`config.mk`:
```
export PLATFORM = sky130hd
export DESIGN_NAME = decodificador_direcciones_flat
export DESIGN_NICKNAME = d
export VERILOG_FILES = /design/src/rtl/mapa_memoria_pkg.sv /design/src/rtl/decodificador_direcciones_if.sv /design/src/rtl/decodificador_region.sv /design/src/rtl/decodificador_direcciones.sv /design/src/flat_wrapper.sv
export SDC_FILE = /design/constraint.sdc
export NUM_CORES = 1
export LEC_CHECK = 0
export ABC_AREA = 1
export ABC_CLOCK_PERIOD_IN_PS = 1900
export CORE_ASPECT_RATIO = 0.9
export CORE_MARGIN = 2
export CORE_UTILIZATION = 25
export CTS_CLUSTER_DIAMETER = 30
export CTS_CLUSTER_SIZE = 14
export DETAILED_ROUTE_END_ITERATION = 12
export PLACE_DENSITY = 0.49
export SYNTH_ARGS = -nofsm -noshare
export SYNTH_HDL_FRONTEND = slang
export SYNTH_HIERARCHICAL = 1
export SYNTH_SLANG_ARGS = --single-unit
export TNS_END_PERCENT = 30
```
`constraint.sdc`:
```
create_clock -name clk_i -period 1.9 [get_ports clk_i]
set_input_delay 0.19 -clock clk_i [delete_from_list [all_inputs] [get_ports clk_i]]
set_output_delay 0.19 -clock clk_i [all_outputs]
set_load 0.03 [all_outputs]
```
`src/rtl/mapa_memoria_pkg.sv`:
```
// Shared memory-map definitions: region bases, one-hot device codes (also used by the
// read-data return mux) and the decoder FSM state type.
package mapa_memoria_pkg;

  localparam int unsigned NumDisp = 7;

  // Region bases; UART regions are identified by address bits [31:4]
  localparam logic [31:0] BASE_RAM    = 32'h1000_0000;
  localparam logic [31:0] DIR_SW      = 32'h2000_0000;
  localparam logic [31:0] DIR_LED     = 32'h2000_0004;
  localparam logic [31:0] DIR_7SEG    = 32'h2000_0008;
  localparam logic [27:0] PREF_UART_A = 28'h200_0001;
  localparam logic [27:0] PREF_UART_B = 28'h200_0002;
  localparam logic [27:0] PREF_UART_C = 28'h200_0003;

  // One-hot device codes, bit 0 = RAM
  localparam logic [NumDisp-1:0] DISP_NINGUNO = 7'b0000000;
  localparam logic [NumDisp-1:0] DISP_RAM     = 7'b0000001;
  localparam logic [NumDisp-1:0] DISP_SW      = 7'b0000010;
  localparam logic [NumDisp-1:0] DISP_LED     = 7'b0000100;
  localparam logic [NumDisp-1:0] DISP_7SEG    = 7'b0001000;
  localparam logic [NumDisp-1:0] DISP_UART_A  = 7'b0010000;
  localparam logic [NumDisp-1:0] DISP_UART_B  = 7'b0100000;
  localparam logic [NumDisp-1:0] DISP_UART_C  = 7'b1000000;
  localparam logic [NumDisp-1:0] DISP_UARTS   = DISP_UART_A | DISP_UART_B | DISP_UART_C;

  typedef enum logic [1:0] {
    StIdle,
    StEspera,
    StResp
  } estado_t;

  // Base-match mask for a power-of-two region of tam bytes
  function automatic logic [31:0] mascara_region(input int unsigned tam);
    return ~(32'(tam) - 32'd1);
  endfunction

endpackage

```
`src/rtl/decodificador_direcciones_if.sv`:
```
// Load/store bus between the CPU port (master) and the address decoder (slave).
interface decodificador_direcciones_if;
  import mapa_memoria_pkg::*;

  logic               req;
  logic               we;
  logic [31:0]        dir;
  logic               listo;
  logic               ocupado;
  logic [NumDisp-1:0] we_dispositivo;
  logic [NumDisp-1:0] sel_dispositivo;
  logic [11:0]        offset;
  logic               error;
  logic [7:0]         cuenta_errores;

  modport master (
    output req, we, dir,
    input  listo, ocupado, we_dispositivo, sel_dispositivo, offset, error, cuenta_errores
  );

  modport slave (
    input  req, we, dir,
    output listo, ocupado, we_dispositivo, sel_dispositivo, offset, error, cuenta_errores
  );

endinterface

```
`src/rtl/decodificador_region.sv`:
```
// Combinational address-to-device decode: one-hot device and offset within its region.
// Unmapped addresses give an all-zero device and zero offset.
module decodificador_region
  import mapa_memoria_pkg::*;
#(
  parameter int unsigned TAM_RAM = 4096
) (
  input  logic [31:0]        dir_i,
  output logic [NumDisp-1:0] disp_o,
  output logic [11:0]        offset_o
);

  localparam logic [31:0] MascaraRam = mascara_region(TAM_RAM);
  localparam logic [11:0] MascaraOff = 12'(TAM_RAM - 1);

  // Priority chain is safe: the regions are disjoint
  always_comb begin
    disp_o   = DISP_NINGUNO;
    offset_o = '0;
    if ((dir_i & MascaraRam) == BASE_RAM) begin
      disp_o   = DISP_RAM;
      offset_o = dir_i[11:0] & MascaraOff;
    end else if (dir_i == DIR_SW) begin
      disp_o = DISP_SW;
    end else if (dir_i == DIR_LED) begin
      disp_o = DISP_LED;
    end else if (dir_i == DIR_7SEG) begin
      disp_o = DISP_7SEG;
    end else if (dir_i[31:4] == PREF_UART_A) begin
      disp_o   = DISP_UART_A;
      offset_o = {8'h00, dir_i[3:0]};
    end else if (dir_i[31:4] == PREF_UART_B) begin
      disp_o   = DISP_UART_B;
      offset_o = {8'h00, dir_i[3:0]};
    end else if (dir_i[31:4] == PREF_UART_C) begin
      disp_o   = DISP_UART_C;
      offset_o = {8'h00, dir_i[3:0]};
    end
  end

endmodule

```
`src/rtl/decodificador_direcciones.sv`:
```
// Load/store address decoder: one-hot write strobes, registered read select for the read
// mux, and wait states for UART loads. Optional macro DECOD_ERROR_EN adds a sticky
// unmapped-access flag and a saturating unmapped-access counter.
module decodificador_direcciones
  import mapa_memoria_pkg::*;
#(
  parameter int unsigned LAT_UART = 2,
  parameter int unsigned TAM_RAM  = 4096
) (
  input logic                        clk_i,
  input logic                        rst_i,
  decodificador_direcciones_if.slave bus_io
);

  localparam logic [2:0] CuentaIni = 3'(LAT_UART - 1);

  logic [NumDisp-1:0] disp_dec;
  logic [11:0]        offset_dec;
  logic               es_uart;

  decodificador_region #(
    .TAM_RAM(TAM_RAM)
  ) u_region (
    .dir_i   (bus_io.dir),
    .disp_o  (disp_dec),
    .offset_o(offset_dec)
  );

  assign es_uart = |(disp_dec & DISP_UARTS);

  estado_t            estado_q;
  logic [2:0]         cuenta_q;
  logic               listo_q;
  logic               ocupado_q;
  logic [NumDisp-1:0] we_disp_q;
  logic [NumDisp-1:0] sel_disp_q;
  logic [11:0]        offset_q;

  // Access FSM with registered outputs; every output is set on entry to the state that shows it
  always_ff @(posedge clk_i) begin
    if (rst_i) begin
      estado_q   <= StIdle;
      cuenta_q   <= '0;
      listo_q    <= 1'b0;
      ocupado_q  <= 1'b0;
      we_disp_q  <= '0;
      sel_disp_q <= '0;
      offset_q   <= '0;
    end else begin
      unique case (estado_q)
        StIdle: begin
          if (bus_io.req) begin
            ocupado_q <= 1'b1;
            offset_q  <= offset_dec;
            if (bus_io.we) begin
              estado_q  <= StResp;
              listo_q   <= 1'b1;
              we_disp_q <= disp_dec;
            end else begin
              sel_disp_q <= disp_dec;
              // With a single-cycle UART latency the wait state is skipped entirely
              if (es_uart && (LAT_UART > 1)) begin
                estado_q <= StEspera;
                cuenta_q <= CuentaIni;
              end else begin
                estado_q <= StResp;
                listo_q  <= 1'b1;
              end
            end
          end
        end
        StEspera: begin
          cuenta_q <= cuenta_q - 3'd1;
          if (cuenta_q == 3'd1) begin
            estado_q <= StResp;
            listo_q  <= 1'b1;
          end
        end
        StResp: begin
          estado_q   <= StIdle;
          listo_q    <= 1'b0;
          ocupado_q  <= 1'b0;
          we_disp_q  <= '0;
          sel_disp_q <= '0;
          offset_q   <= '0;
        end
        default: estado_q <= StIdle;
      endcase
    end
  end

  assign bus_io.listo           = listo_q;
  assign bus_io.ocupado         = ocupado_q;
  assign bus_io.we_dispositivo  = we_disp_q;
  assign bus_io.sel_dispositivo = sel_disp_q;
  assign bus_io.offset          = offset_q;

`ifdef DECOD_ERROR_EN
  logic       acepta_no_mapeado;
  logic       error_q;
  logic [7:0] cuenta_err_q;

  assign acepta_no_mapeado = (estado_q == StIdle) && bus_io.req && (disp_dec == DISP_NINGUNO);

  // Sticky unmapped flag and saturating count, updated at acceptance
  always_ff @(posedge clk_i) begin
    if (rst_i) begin
      error_q      <= 1'b0;
      cuenta_err_q <= '0;
    end else if (acepta_no_mapeado) begin
      error_q <= 1'b1;
      if (cuenta_err_q != 8'hFF) begin
        cuenta_err_q <= cuenta_err_q + 8'd1;
      end
    end
  end

  assign bus_io.error          = error_q;
  assign bus_io.cuenta_errores = cuenta_err_q;
`else
  assign bus_io.error          = 1'b0;
  assign bus_io.cuenta_errores = '0;
`endif

endmodule

```
`src/flat_wrapper.sv`:
```
// flat-port wrapper written by rule: the top's interface ports become plain ports
module decodificador_direcciones_flat import mapa_memoria_pkg::*;
#(
  parameter int unsigned LAT_UART = 2,
  parameter int unsigned TAM_RAM  = 4096
)
  (clk_i, rst_i, bus_io_req, bus_io_we, bus_io_dir, bus_io_listo, bus_io_ocupado, bus_io_we_dispositivo, bus_io_sel_dispositivo, bus_io_offset, bus_io_error, bus_io_cuenta_errores);
  decodificador_direcciones_if bus_io_i ();
  input logic clk_i;
  input logic rst_i;
  input wire logic [$bits(bus_io_i.req)-1:0] bus_io_req;
  input wire logic [$bits(bus_io_i.we)-1:0] bus_io_we;
  input wire logic [$bits(bus_io_i.dir)-1:0] bus_io_dir;
  output wire logic [$bits(bus_io_i.listo)-1:0] bus_io_listo;
  output wire logic [$bits(bus_io_i.ocupado)-1:0] bus_io_ocupado;
  output wire logic [$bits(bus_io_i.we_dispositivo)-1:0] bus_io_we_dispositivo;
  output wire logic [$bits(bus_io_i.sel_dispositivo)-1:0] bus_io_sel_dispositivo;
  output wire logic [$bits(bus_io_i.offset)-1:0] bus_io_offset;
  output wire logic [$bits(bus_io_i.error)-1:0] bus_io_error;
  output wire logic [$bits(bus_io_i.cuenta_errores)-1:0] bus_io_cuenta_errores;
  assign bus_io_i.req = bus_io_req;
  assign bus_io_i.we = bus_io_we;
  assign bus_io_i.dir = bus_io_dir;
  assign bus_io_listo = bus_io_i.listo;
  assign bus_io_ocupado = bus_io_i.ocupado;
  assign bus_io_we_dispositivo = bus_io_i.we_dispositivo;
  assign bus_io_sel_dispositivo = bus_io_i.sel_dispositivo;
  assign bus_io_offset = bus_io_i.offset;
  assign bus_io_error = bus_io_i.error;
  assign bus_io_cuenta_errores = bus_io_i.cuenta_errores;
  decodificador_direcciones #(.LAT_UART(LAT_UART), .TAM_RAM(TAM_RAM)) u_core (.clk_i(clk_i), .rst_i(rst_i), .bus_io(bus_io_i));
endmodule
```
==> PnR_summary.wiki, run 1 <==
{| class="wikitable"
! Metric !! Value
|-
| Result of the run || finished clean
|-
| Area contributors post-synth || sky130_fd_sc_hd__dfxtp_1 35%, sky130_fd_sc_hd__nor2_1 10%, sky130_fd_sc_hd__nand3_1 8.1%, sky130_fd_sc_hd__inv_1 7.9%, sky130_fd_sc_hd__nand2_1 6.3%
|-
| Power Density || approximately 660 nW/um2
|-
| FP Rows || 30
|-
| Switching power share of the total || 0.274
|-
| Share of total power in combinational logic || 0.208
|-
| Die Span X || 96.1 um
|-
| Final critical delay including setup and external delays || 1.52 ns
|-
| Post-synthesis cell count || ~280
|-
| Largest net degree at the start of global routing || 20
|-
| Endpoint class of the critical path || register
|-
| Cell internal power dissipation || 1.30 mW
|-
| Routed via count || 1835
|-
| RSZ-0062 raised after global routing || no
|-
| Hold Crit Class || reg2reg
|-
| Number of nets still failing antenna checks after routing || 0
|-
| HPWL after detailed placement || roughly 3800 um
|-
| Vertical die dimension || between 80 and 90 um
|-
| Starting density of the core || 0.255
|-
| Area added between synthesis and finish || 43.1%
|-
| CTS tree || yes
|-
| Crit path arrival time || approximately 1.7 ns
|-
| DRC violation count after routing || 0
|-
| First-pass GRT wire length || 8180 um
|-
| Period Utilization, post-route || 0.799
|-
| Total Neg Setup Slack || 0 ns
|-
| Number of nets in the layout || 382
|-
| Net switching component of the power || 0.490 mW
|-
| Number of clock sinks || 33
|-
| Data required time at the worst endpoint || 2.12 ns
|-
| Port Buffer Count || 63
|-
| Buffers from clock root to sink, at most || 2
|-
| Number of top-level pins || 73
|-
| Number of setup buffers added after CTS || 0
|-
| Worst IR drop on VDD || 229 uV
|-
| Source-to-sink clock delay at the later pin of the worst-skew pair || 0.28 ns
|-
| Maximum level of the CTS H-tree || 2
|-
| Iter 0 DRT Violations || 61
|-
| Total GRT Usage || 0.125
|-
| Classification of the worst setup path || in2reg
|-
| Cell taking the most area after synthesis || sky130_fd_sc_hd__dfxtp_1
|-
| Share of layout cells above drive strength 1 || 0.125
|-
| WL/cell || 11.2 um
|-
| Total of warnings raised by yosys || 6
|-
| Count of endpoints failing hold in the final timing report || 0
|-
| Clock Skew || 0.00350 ns
|-
| Die Outline Area || 8340 um2
|-
| Clock share of power || 0.382
|-
| Fraction of power consumed by sequential logic || 0.410
|-
| MaxCap Viol Count || 0
|-
| RD Place Congestion || 0.762
|-
| Hold Buf Count CTS || 0
|-
| Fraction of synthesized cell area taken by the top area cell type || 0.346
|-
| Leftover overflow at the end of global routing || 0
|-
| Sort of element at the start of the critical path || input port
|-
| CTS Buf Count || 5
|-
| Core area || roughly 7500 um2
|-
| Antenna fix cells || 0
|-
| Post-synthesis area per instance || 6.88 um2
|-
| CTS clock-pin slew for the worst setup and hold paths || 0.07 ns
|-
| Clk root buf || sky130_fd_sc_hd__clkbuf_8
|-
| Seq/Total Area, Yosys || 0.346
|-
| Flops & latches, synth || 33
|-
| Number of slew-limit violations in the final report || 0
|-
| Vias in the first global route || 1843
|-
| Post-synth design cell area || 1910 um2
|-
| Top fanout value on the critical path || 4
|-
| Power Total || about 1.8 mW
|-
| Antenna violations before repair || 0
|-
| Number of iterations in the first detailed-routing pass || 4
|-
| Final Util || 0.365
|-
| Number of failing setup endpoints in the final timing report || 0
|-
| Fmax || 658 MHz
|-
| Post-CTS sizing || 0
|-
| Leakage power summed over all cells || roughly 1.1 nW
|-
| DR vias/cell || 4.16
|-
| Routed WL || 4940 um
|-
| Synth unique cells || 27
|}
## cell families (layout without fill, tap and decap cells)
| group | Yosys count | in the layout | synth area share |
|---|---|---|---|
| other cells | 1 | 9 | 0.00197 |
| flops | 33 | 33 | 0.346 |
| simple gates | 148 | 148 | 0.392 |
| buf+inv | 59 | 119 | 0.146 |
| compound gates | 34 | 34 | 0.100 |
| fa+ha+maj | 2 | 2 | 0.0131 |
## stage by stage
stage	instance area (um2)	setup WS (ns)	std cells	hold slack [ns]
floorplan	1940	0.609	285	0.356
global placement	2610	0.0947	433	0.459
detailed placement	2610	0.0950	433	0.459
CTS	2730	0.382	441	0.476
global route	2730	0.242	441	0.497
finish	2730	0.381	441	0.464
## per-layer routing
layer,track usage,share of wire
met1,0.161,0.48
met4,0.0234,0.0049
met2,0.199,0.44
met3,0.0468,0.070
met5,0,0
## Yosys cell counts
cell / number
sky130_fd_sc_hd__nand3_2: 3
sky130_fd_sc_hd__nor2_2: 7
sky130_fd_sc_hd__or2_4: 1
sky130_fd_sc_hd__dfxtp_1: 33
sky130_fd_sc_hd__inv_2: 1
sky130_fd_sc_hd__nand2_1: 32
sky130_fd_sc_hd__nand4_1: 3
sky130_fd_sc_hd__nand3_4: 1
sky130_fd_sc_hd__inv_4: 2
sky130_fd_sc_hd__clkbuf_1: 4
sky130_fd_sc_hd__o21a_1: 1
sky130_fd_sc_hd__nand3_1: 31
sky130_fd_sc_hd__buf_4: 10
sky130_fd_sc_hd__nor2_1: 53
sky130_fd_sc_hd__a21oi_2: 2
sky130_fd_sc_hd__ha_1: 2
sky130_fd_sc_hd__or2_2: 2
sky130_fd_sc_hd__o21ai_4: 1
sky130_fd_sc_hd__nor3_1: 4
sky130_fd_sc_hd__a21oi_1: 19
sky130_fd_sc_hd__nor2_4: 5
sky130_fd_sc_hd__inv_1: 40
sky130_fd_sc_hd__o21ai_0: 11
sky130_fd_sc_hd__buf_6: 2
sky130_fd_sc_hd__nand2_4: 4
sky130_fd_sc_hd__conb_1: 1
sky130_fd_sc_hd__nor3_2: 2
## placed cells by master, fill, tap and decap left out, types with 2 or more instances in the layout
cell / netlist / routed
sky130_fd_sc_hd__o21ai_0: 11 / 11
sky130_fd_sc_hd__nand4_1: 3 / 3
sky130_fd_sc_hd__ha_1: 2 / 2
sky130_fd_sc_hd__nor2_2: 7 / 7
sky130_fd_sc_hd__nand3_2: 3 / 3
sky130_fd_sc_hd__conb_1: 1 / 9
sky130_fd_sc_hd__nor2_4: 5 / 5
sky130_fd_sc_hd__nor3_1: 4 / 4
sky130_fd_sc_hd__clkdlybuf4s50_1: 0 / 63
sky130_fd_sc_hd__inv_1: 40 / 40
sky130_fd_sc_hd__dfxtp_1: 33 / 33
sky130_fd_sc_hd__inv_4: 2 / 2
sky130_fd_sc_hd__nor2_1: 53 / 53
sky130_fd_sc_hd__clkbuf_8: 0 / 6
sky130_fd_sc_hd__nand3_1: 31 / 31
sky130_fd_sc_hd__nand2_4: 4 / 4
sky130_fd_sc_hd__a21oi_1: 19 / 19
sky130_fd_sc_hd__or2_2: 2 / 2
sky130_fd_sc_hd__buf_4: 10 / 5
sky130_fd_sc_hd__nand2_1: 32 / 32
sky130_fd_sc_hd__a21oi_2: 2 / 2
sky130_fd_sc_hd__nor3_2: 2 / 2
## state kept, by name (all words and copies together), names as in the netlist
name / count
u_core/bus_io.listo: 1
u_core/bus_io.ocupado: 1
u_core/bus_io.offset: 12
u_core/bus_io.sel_dispositivo: 7
u_core/bus_io.we_dispositivo: 7
u_core/cuenta_q: 3
u_core/estado_q: 2
## power groups by stage
stage               Combinational [mW]  Sequential (mW)  Clock [mW]
floorplan                        0.187            0.797           0
global placement                 0.375            0.750           0
detailed placement               0.376            0.750           0
CTS                              0.377            0.734       0.708
global route                     0.408            0.737       0.736
finish                           0.373            0.734       0.684
## worst max-delay path, stage by stage
cell	delay, ns
sky130_fd_sc_hd__clkdlybuf4s50_1	0.40
sky130_fd_sc_hd__or2_4	0.27
sky130_fd_sc_hd__nor2_4	0.11
sky130_fd_sc_hd__nand3_4	0.11
sky130_fd_sc_hd__nor2_4	0.09
sky130_fd_sc_hd__nand2_1	0.07
sky130_fd_sc_hd__inv_1	0.07
sky130_fd_sc_hd__nor2_1	0.05
sky130_fd_sc_hd__nand2_1	0.07
sky130_fd_sc_hd__nand3_1	0.09
sky130_fd_sc_hd__nor2_1	0.12
sky130_fd_sc_hd__o21a_1	0.11
## final timing paths
| check | start | endpoint | slack, ns | depth (start not counted) |
|---|---|---|---|---|
| worst min-delay path | u_core/bus_io.ocupado | u_core/bus_io.ocupado | 0.46 | 2 |
| worst max register to register | u_core/estado_q[1] | u_core/bus_io.we_dispositivo[1] | 0.58 | 5 |
| worst max-delay path | bus_io_dir[31] | u_core/estado_q[0] | 0.38 | 12 |
| worst min register to register | u_core/bus_io.ocupado | u_core/bus_io.ocupado | 0.46 | 2 |
## cell type report
cell class	count	area, um2
Fill cell	818	4740
Multi-Input combinational cell	193	997
Timing Repair Buffer	68	668
Inverter	43	166
Clock buffer	7	86.3
Clock inverter	1	30.0
Sequential cell	33	661
Tap cell	96	120
Power figures use the tool's default switching activity.
==> inputs of run 2 (changes only) <==
- ABC_CLOCK_PERIOD_IN_PS: 1900 -> 1480
- clock period: 1.9 -> 1.48 ns (I/O delays scaled with it)
==> PnR_summary.wiki, run 2 (same netlist as run 1, synthesis figures left out) <==
{| class="wikitable"
! Metric !! Value
|-
| Result of the run || finished clean
|-
| Maximum level of the CTS H-tree || 2 (unchanged)
|-
| RD Place Congestion || 0.779 (+2.3%)
|-
| Cell with the largest stage delay on the worst path || sky130_fd_sc_hd__clkdlybuf4s50_1
|-
| Clock Skew || 0.00463 ns (+0.00112 ns)
|-
| Number of flip-flops in the largest register || 12 (unchanged)
|-
| Worst IR drop on VDD || 503 uV (+120%)
|-
| Source-to-sink clock delay at the later pin of the worst-skew pair || 0.28 ns (about the same)
|-
| DRC violation count after routing || 0 (unchanged)
|-
| Crit path arrival time || 1.29 ns (-0.45 ns)
|-
| Hold Crit Class || in2reg
|-
| Top cell family by delay on the critical path || buffers and inverters
|-
| Share of layout cells above drive strength 1 || 0.260 (+0.135)
|-
| Antenna fix cells || 0 (unchanged)
|-
| Multi-input logic area || 1130 um2 (+13%)
|-
| Number of failing setup endpoints in the final timing report || 0 (unchanged)
|-
| Number of slew-limit violations in the final report || 0 (unchanged)
|-
| Largest net degree at the start of global routing || 20 (unchanged)
|-
| Final critical delay including setup and external delays || 1.44 ns
|-
| Worst path bufs/invs || 1 (-1)
|-
| Period Utilization, post-route || 0.973
|-
| Fill count || 798 (-2.4%)
|-
| Combined flip-flop and latch cell area || 661 um2 (unchanged)
|-
| Data required time at the worst endpoint || 1.33 ns (-0.79 ns)
|-
| Vertical die dimension || 86.9 um (unchanged)
|-
| First-pass GRT wire length || 8410 um (+2.9%)
|-
| Critical Path Max Stage Delay || 0.68 ns (+0.28 ns)
|-
| Area added between synthesis and finish || 57.3%
|-
| Starting density of the core || 0.255 (unchanged)
|-
| CTS tree || yes
|-
| Endpoint class of the critical path || primary output
|-
| Classification of the worst setup path || reg2out
|-
| Die Outline Area || 8340 um2 (unchanged)
|-
| Total GRT Usage || 0.128 (+0.00347)
|-
| Antenna violations before repair || 0 (unchanged)
|-
| Buffers from clock root to sink, at most || 2 (unchanged)
|-
| Number of nets in the layout || 391 (+2.4%)
|-
| Routed via count || 1879 (+2.4%)
|-
| Leftover overflow at the end of global routing || 0 (unchanged)
|-
| Vias in the first global route || 1809 (-1.8%)
|-
| Post-Layout Cell Count || 450 (+2.0%)
|-
| Top fanout value on the critical path || 2 (-2)
|-
| FP Rows || 30 (unchanged)
|-
| Count of endpoints failing hold in the final timing report || 0 (unchanged)
|-
| Dpl cells || 439 (+1.4%)
|-
| Cell breakdown of the critical path || clkdlybuf4s50_1
|-
| Leakage power summed over all cells || 1.60 nW (+44%)
|-
| Number of top-level pins || 73 (unchanged)
|-
| CTS Buf Count || 5 (unchanged)
|-
| DR vias/cell || 4.18 (+0.35%)
|-
| Routed WL || 5100 um (+3.2%)
|-
| Worst hold slack || 0.278 ns (-0.186 ns)
|-
| Fmax || 694 MHz
|-
| Most frequent cells in the layout || 44 x sky130_fd_sc_hd__nor2_1, 36 x sky130_fd_sc_hd__dlymetal6s2s_1, 33 x sky130_fd_sc_hd__inv_1, 33 x sky130_fd_sc_hd__dfxtp_1, 27 x sky130_fd_sc_hd__clkdlybuf4s50_1
|-
| Iter 0 DRT Violations || 64 (+4.9%)
|-
| HPWL after detailed placement || 3800 um (+0.13%)
|-
| MaxCap Viol Count || 0 (unchanged)
|-
| WL/cell || 11.3 um (+1.2%)
|-
| Leading cell type in the layout, fill and taps excluded || sky130_fd_sc_hd__nor2_1
|-
| Number of clock sinks || 33 (unchanged)
|-
| Core area || 7470 um2 (unchanged)
|-
| Power Density || 706 nW/um2 (+7.6%)
|-
| Hold Buf Count CTS || 0 (unchanged)
|-
| Sort of element at the start of the critical path || register
|-
| Number of nets still failing antenna checks after routing || 0 (unchanged)
|-
| CTS clock-pin slew for the worst setup and hold paths || 0.07 ns (about the same)
|-
| Die Span X || 96.1 um (unchanged)
|-
| Number of iterations in the first detailed-routing pass || 4 (unchanged)
|-
| Clk root buf || sky130_fd_sc_hd__clkbuf_8
|-
| Port Buffer Count || 63 (unchanged)
|}
[run 2: changes by cell type in the layout (fill, tap and decap cells not counted), sizes merged]
cell | before | now
buf | 5 | 14
dlymetal6s2s | 0 | 36
clkbuf | 7 | 5
clkinv | 0 | 2
clkinvlp | 0 | 1
bufinv | 1 | 0
clkdlybuf4s50 | 63 | 27
[run 2: final timing paths]
check / start / to / slack [ns] / depth (start not counted)
setup / recovery: u_core/bus_io.offset[5] / bus_io_offset[5] / 0.04 / 1
hold / removal: bus_io_dir[10] / u_core/bus_io.offset[10] / 0.28 / 5
setup reg to reg: u_core/estado_q[1] / u_core/bus_io.we_dispositivo[1] / 0.13 / 5
hold reg to reg: u_core/cuenta_q[1] / u_core/cuenta_q[1] / 0.47 / 2
[run 2: per-stage QoR]
stage                      util  power [mW]  setup WS (ns)  setup TNS [ns]  cell area (um2)
after floorplan               -        1.26          0.231               0             1940
after global placement    0.357        1.46         -0.276           -6.66             2670
after detailed placement  0.357        1.46         -0.282           -6.81             2670
after CTS                 0.369        2.14        0.00886               0             2760
after global routing      0.402        2.23        -0.0121         -0.0121             3000
final                     0.402        2.12         0.0395               0             3000
[run 2: per-layer routing]
| metal | track usage | wire (um) | vias to the layer above |
|---|---|---|---|
| met5 | 0 | 0 | - |
| met1 | 0.173 | 2500 | 828 |
| met2 | 0.203 | 2290 | 44 |
| met4 | 0.0234 | 17 | 0 |
| li1 | - | - | 1005 |
| met3 | 0.0398 | 294 | 2 |
[run 2: area by class of cell]
cell class | count | area share
Multi-Input combinational cell | 193 | 0.376
Timing Repair Buffer | 77 | 0.280
Sequential cell | 33 | 0.220
Inverter | 43 | 0.0555
Tap cell | 96 | 0.0400
Clock buffer | 5 | 0.0229
Clock inverter | 3 | 0.00584
[run 2: timing repair]
item / 4_1_cts / 5_1_grt
setup buffers: 0 / 3
hold endpoints to repair: 0 / 0
endpoints found under the setup margin: 0 / 43
gates resized for setup: 0 / 82
[run 2: report_power, final]
part	leakage [nW]	internal [mW]	switching, mW
clock network	0.0439	0.325	0.348
registers	0.269	0.922	0.0182
logic	1.29	0.202	0.302
==> inputs of run 3 (changes only) <==
- CORE_MARGIN: 2 -> not set
- SYNTH_HIERARCHICAL: 1 -> not set
==> PnR_summary.wiki, run 3 <==
{| class="wikitable"
! Metric !! Value
|-
| RSZ-0062 raised after global routing || yes
|-
| Count of endpoints failing hold in the final timing report || 0 (unchanged)
|-
| Endpoint of the worst register-to-register path || u_core.bus_io.we_dispositivo[4]
|-
| Most frequent cells in the layout || 60 x sky130_fd_sc_hd__nand2_1, 43 x sky130_fd_sc_hd__clkdlybuf4s50_1, 33 x sky130_fd_sc_hd__dfxtp_1, 30 x sky130_fd_sc_hd__a21oi_1, 27 x sky130_fd_sc_hd__nor2_1
|-
| Seq/Total Area, Yosys || 0.366 (+0.0192)
|-
| Die Span X || 91.6 um (-4.6%)
|-
| First-pass GRT wire length || 8040 um (-4.4%)
|-
| Most numerous cell types in the synthesized netlist || 60 x sky130_fd_sc_hd__nand2_1, 33 x sky130_fd_sc_hd__dfxtp_1, 30 x sky130_fd_sc_hd__a21oi_1, 29 x sky130_fd_sc_hd__nor2_1, 26 x sky130_fd_sc_hd__inv_1
|-
| Sort of element at the start of the critical path || register
|-
| Leakage power summed over all cells || 1.40 nW (-12%)
|-
| Top fanout value on the critical path || 2 (unchanged)
|-
| Synth unique cells || 27 (unchanged)
|-
| Antenna violations before repair || 0 (unchanged)
|-
| Worst IR drop on VDD || 348 uV (-31%)
|-
| Final critical delay including setup and external delays || 1.45 ns (+0.0109 ns)
|-
| CTS Buf Count || 5 (unchanged)
|-
| RD Place Congestion || 0.760 (-2.5%)
|-
| Result of the run || finished clean
|-
| Post-synthesis area per instance || 7.00 um2 (+1.7%)
|-
| Number of failing setup endpoints in the final timing report || 0 (unchanged)
|-
| Total number of cells along the worst setup path || 1 (unchanged)
|-
| Number of top-level pins || 73 (unchanged)
|-
| Starting density of the core || 0.258 (+0.00272)
|-
| Hold Crit Class || in2reg
|-
| HPWL after detailed placement || 3770 um (-0.82%)
|-
| Setup slack on the worst flop-to-flop path || 0.14 ns (about the same)
|-
| Area contributors post-synth || sky130_fd_sc_hd__dfxtp_1 37%, sky130_fd_sc_hd__nand2_1 12%, sky130_fd_sc_hd__a21oi_1 8.3%, sky130_fd_sc_hd__nor2_1 6.0%, sky130_fd_sc_hd__inv_1 5.4%
|-
| Crit Reg-Reg Startpoint || u_core.estado_q[1]
|-
| Worst min-delay path endpoint || u_core.bus_io.offset[6]
|-
| Number of iterations in the first detailed-routing pass || 4 (unchanged)
|-
| Source-to-sink clock delay at the later pin of the worst-skew pair || 0.29 ns (about the same)
|-
| Vias in the first global route || 1731 (-4.3%)
|-
| Leading cell type in the layout, fill and taps excluded || sky130_fd_sc_hd__nand2_1
|-
| Fmax || 689 MHz (-0.75%)
|-
| Cell taking the most area after synthesis || sky130_fd_sc_hd__dfxtp_1
|-
| Commonest register cell after synthesis || sky130_fd_sc_hd__dfxtp_1
|-
| Cell with the largest stage delay on the worst path || sky130_fd_sc_hd__clkdlybuf4s50_1
|-
| Area added between synthesis and finish || 55.5%
|-
| Cell breakdown of the critical path || clkdlybuf4s50_1
|-
| Data required time at the worst endpoint || 1.33 ns (about the same)
|-
| Critical Path Max Stage Delay || 0.67 ns (about the same)
|-
| FP Rows || 29 (-3.3%)
|-
| DRC violation count after routing || 0 (unchanged)
|-
| Number of setup buffers added after CTS || 0 (unchanged)
|-
| Dpl cells || 427 (-2.7%)
|-
| Post-route standard cell area excluding fillers || 2810 um2 (-6.3%)
|-
| Port Buffer Count || 63 (unchanged)
|-
| Top cell family by delay on the critical path || buffers and inverters
|-
| Number of cells on the worst reg-to-reg path || 6 (+1)
|-
| Post-synth design cell area || 1810 um2 (-5.2%)
|-
| Final Util || 0.401 (about the same)
|-
| Antenna fix cells || 0 (unchanged)
|-
| Power Density || 703 nW/um2 (-0.50%)
|-
| Number of nets still failing antenna checks after routing || 0 (unchanged)
|-
| Core area || 7000 um2 (-6.2%)
|-
| Maximum level of the CTS H-tree || 2 (unchanged)
|-
| Clock Skew || 0.00216 ns (-0.00246 ns)
|-
| Crit path arrival time || 1.30 ns (about the same)
|-
| Flops & latches, synth || 33 (unchanged)
|-
| Fraction of registers with async set/reset || 0 (unchanged)
|-
| Total GRT Usage || 0.137 (+0.00840)
|-
| Number of clock sinks || 33 (unchanged)
|-
| Number of nets in the layout || 379 (-3.1%)
|-
| Multi-input logic area || 983 um2 (-13%)
|-
| Share of layout cells above drive strength 1 || 0.158 (-0.102)
|-
| Number of synthesized flops with an enable pin || 0 (unchanged)
|-
| CTS clock-pin slew for the worst setup and hold paths || 0.07 ns (about the same)
|-
| Iter 0 DRT Violations || 87 (+36%)
|-
| Worst path bufs/invs || 1 (unchanged)
|-
| Number of flip-flops in the largest register || 12 (unchanged)
|-
| Post-synthesis cell count || 258 (-6.9%)
|-
| Period Utilization, post-route || 0.981 (+0.00734)
|-
| Number of cells traversed by the worst hold path || 3 (-2)
|-
| Classification of the worst setup path || reg2out
|-
| Leftover overflow at the end of global routing || 0 (unchanged)
|-
| Number of slew-limit violations in the final report || 0 (unchanged)
|-
| Die Outline Area || 7570 um2 (-9.2%)
|-
| Buffers from clock root to sink, at most || 2 (unchanged)
|-
| Routed via count || 1802 (-4.1%)
|-
| Post-DP Area || 2680 um2 (+0.33%)
|-
| DR vias/cell || 4.14 (-0.79%)
|-
| Clk root buf || sky130_fd_sc_hd__clkbuf_8
|-
| Post-Layout Cell Count || 435 (-3.3%)
|-
| Total of warnings raised by yosys || 0 (-6)
|-
| Most frequent cell after synthesis || sky130_fd_sc_hd__nand2_1
|-
| Routed WL || 4700 um (-7.9%)
|-
| Endpoint class of the critical path || primary output
|-
| MaxCap Viol Count || 0 (unchanged)
|-
| Vertical die dimension || 82.7 um (-4.8%)
|-
| CTS tree || yes
|-
| Fill count || 744 (-6.8%)
|-
| Fraction of synthesized cell area taken by the top area cell type || 0.366 (+0.0192)
|-
| Startpoint of the worst hold path || bus_io_dir[6]
|-
| Power Total || 1.97 mW (-6.8%)
|-
| Largest net degree at the start of global routing || 30 (+50%)
|-
| Combined flip-flop and latch cell area || 661 um2 (unchanged)
|-
| WL/cell || 10.8 um (-4.8%)
|}
-- run 3: worst max-delay path by stage --
stage                                          start                               end  slack (ns)
floorplan                         u_core.estado_q[1]  u_core.bus_io.sel_dispositivo[0]        0.28
global placement                       bus_io_dir[6]  u_core.bus_io.sel_dispositivo[4]       -0.17
detailed placement                     bus_io_dir[6]  u_core.bus_io.sel_dispositivo[4]       -0.19
CTS                 u_core.bus_io.sel_dispositivo[6]         bus_io_sel_dispositivo[6]       0.008
global route                          bus_io_dir[31]  u_core.bus_io.sel_dispositivo[2]       -0.04
finish                      u_core.bus_io.offset[10]                 bus_io_offset[10]        0.03
-- run 3: layout make-up --
class,count,area share
flip-flops and latches,33,0.235
clock inverters,3,0.00623
multi-input cells,190,0.350
repair buffers,81,0.303
inverters,30,0.0401
well taps,93,0.0414
clock buffers,5,0.0245
-- run 3: tightest hold or removal path, delay by kind of cell --
kind,cells,cell delay (ns)
and+or+nand+nor,1,0.07
AOI/OAI and AO/OA,1,0.05
buffers and inverters,1,0.42
-- run 3: repair_timing --
item	4_1_cts	5_1_grt
endpoints found under the setup margin	4	25
hold buffers	0	0
cloned	0	0
endpoints found under the hold margin	0	0
gates resized for setup	4	19
-- run 3: report_power, final --
group / internal (mW) / switching [mW] / total, mW
clock: 0.325 / 0.360 / 0.685
sequential: 0.897 / 0.00607 / 0.903
combinational: 0.176 / 0.211 / 0.387
total: 1.40 / 0.577 / 1.97
-- run 3: through the flow --
step                setup WS, ns  TNS, ns  hold slack [ns]
floorplan                  0.282        0            0.291
global placement          -0.172    -4.05            0.438
detailed placement        -0.194    -4.60            0.442
CTS                      0.00775        0            0.436
global route             -0.0362  -0.0868            0.474
finish                    0.0287        0            0.442
-- run 3: cells by family (layout without fill, tap and decap cells) --
| group | Yosys count | in the layout | synth area share |
|---|---|---|---|
| AO/OA/AOI/OAI | 44 | 44 | 0.129 |
| buffers and inverters | 43 | 119 | 0.112 |
| AND/OR/NAND/NOR | 135 | 135 | 0.377 |
| adder cells (fa/ha/maj) | 2 | 2 | 0.0138 |
| flip-flops | 33 | 33 | 0.366 |
| other | 1 | 9 | 0.00208 |
-- run 3: layer usage --
| metal | GRT usage | wire (um) | vias up |
|---|---|---|---|
| met2 | 0.229 | 2150 | 50 |
| met1 | 0.171 | 2260 | 776 |
| li1 | - | - | 971 |
| met4 | 0.0524 | 75 | 0 |
| met3 | 0.0339 | 215 | 5 |
| met5 | 0 | 0 | - |
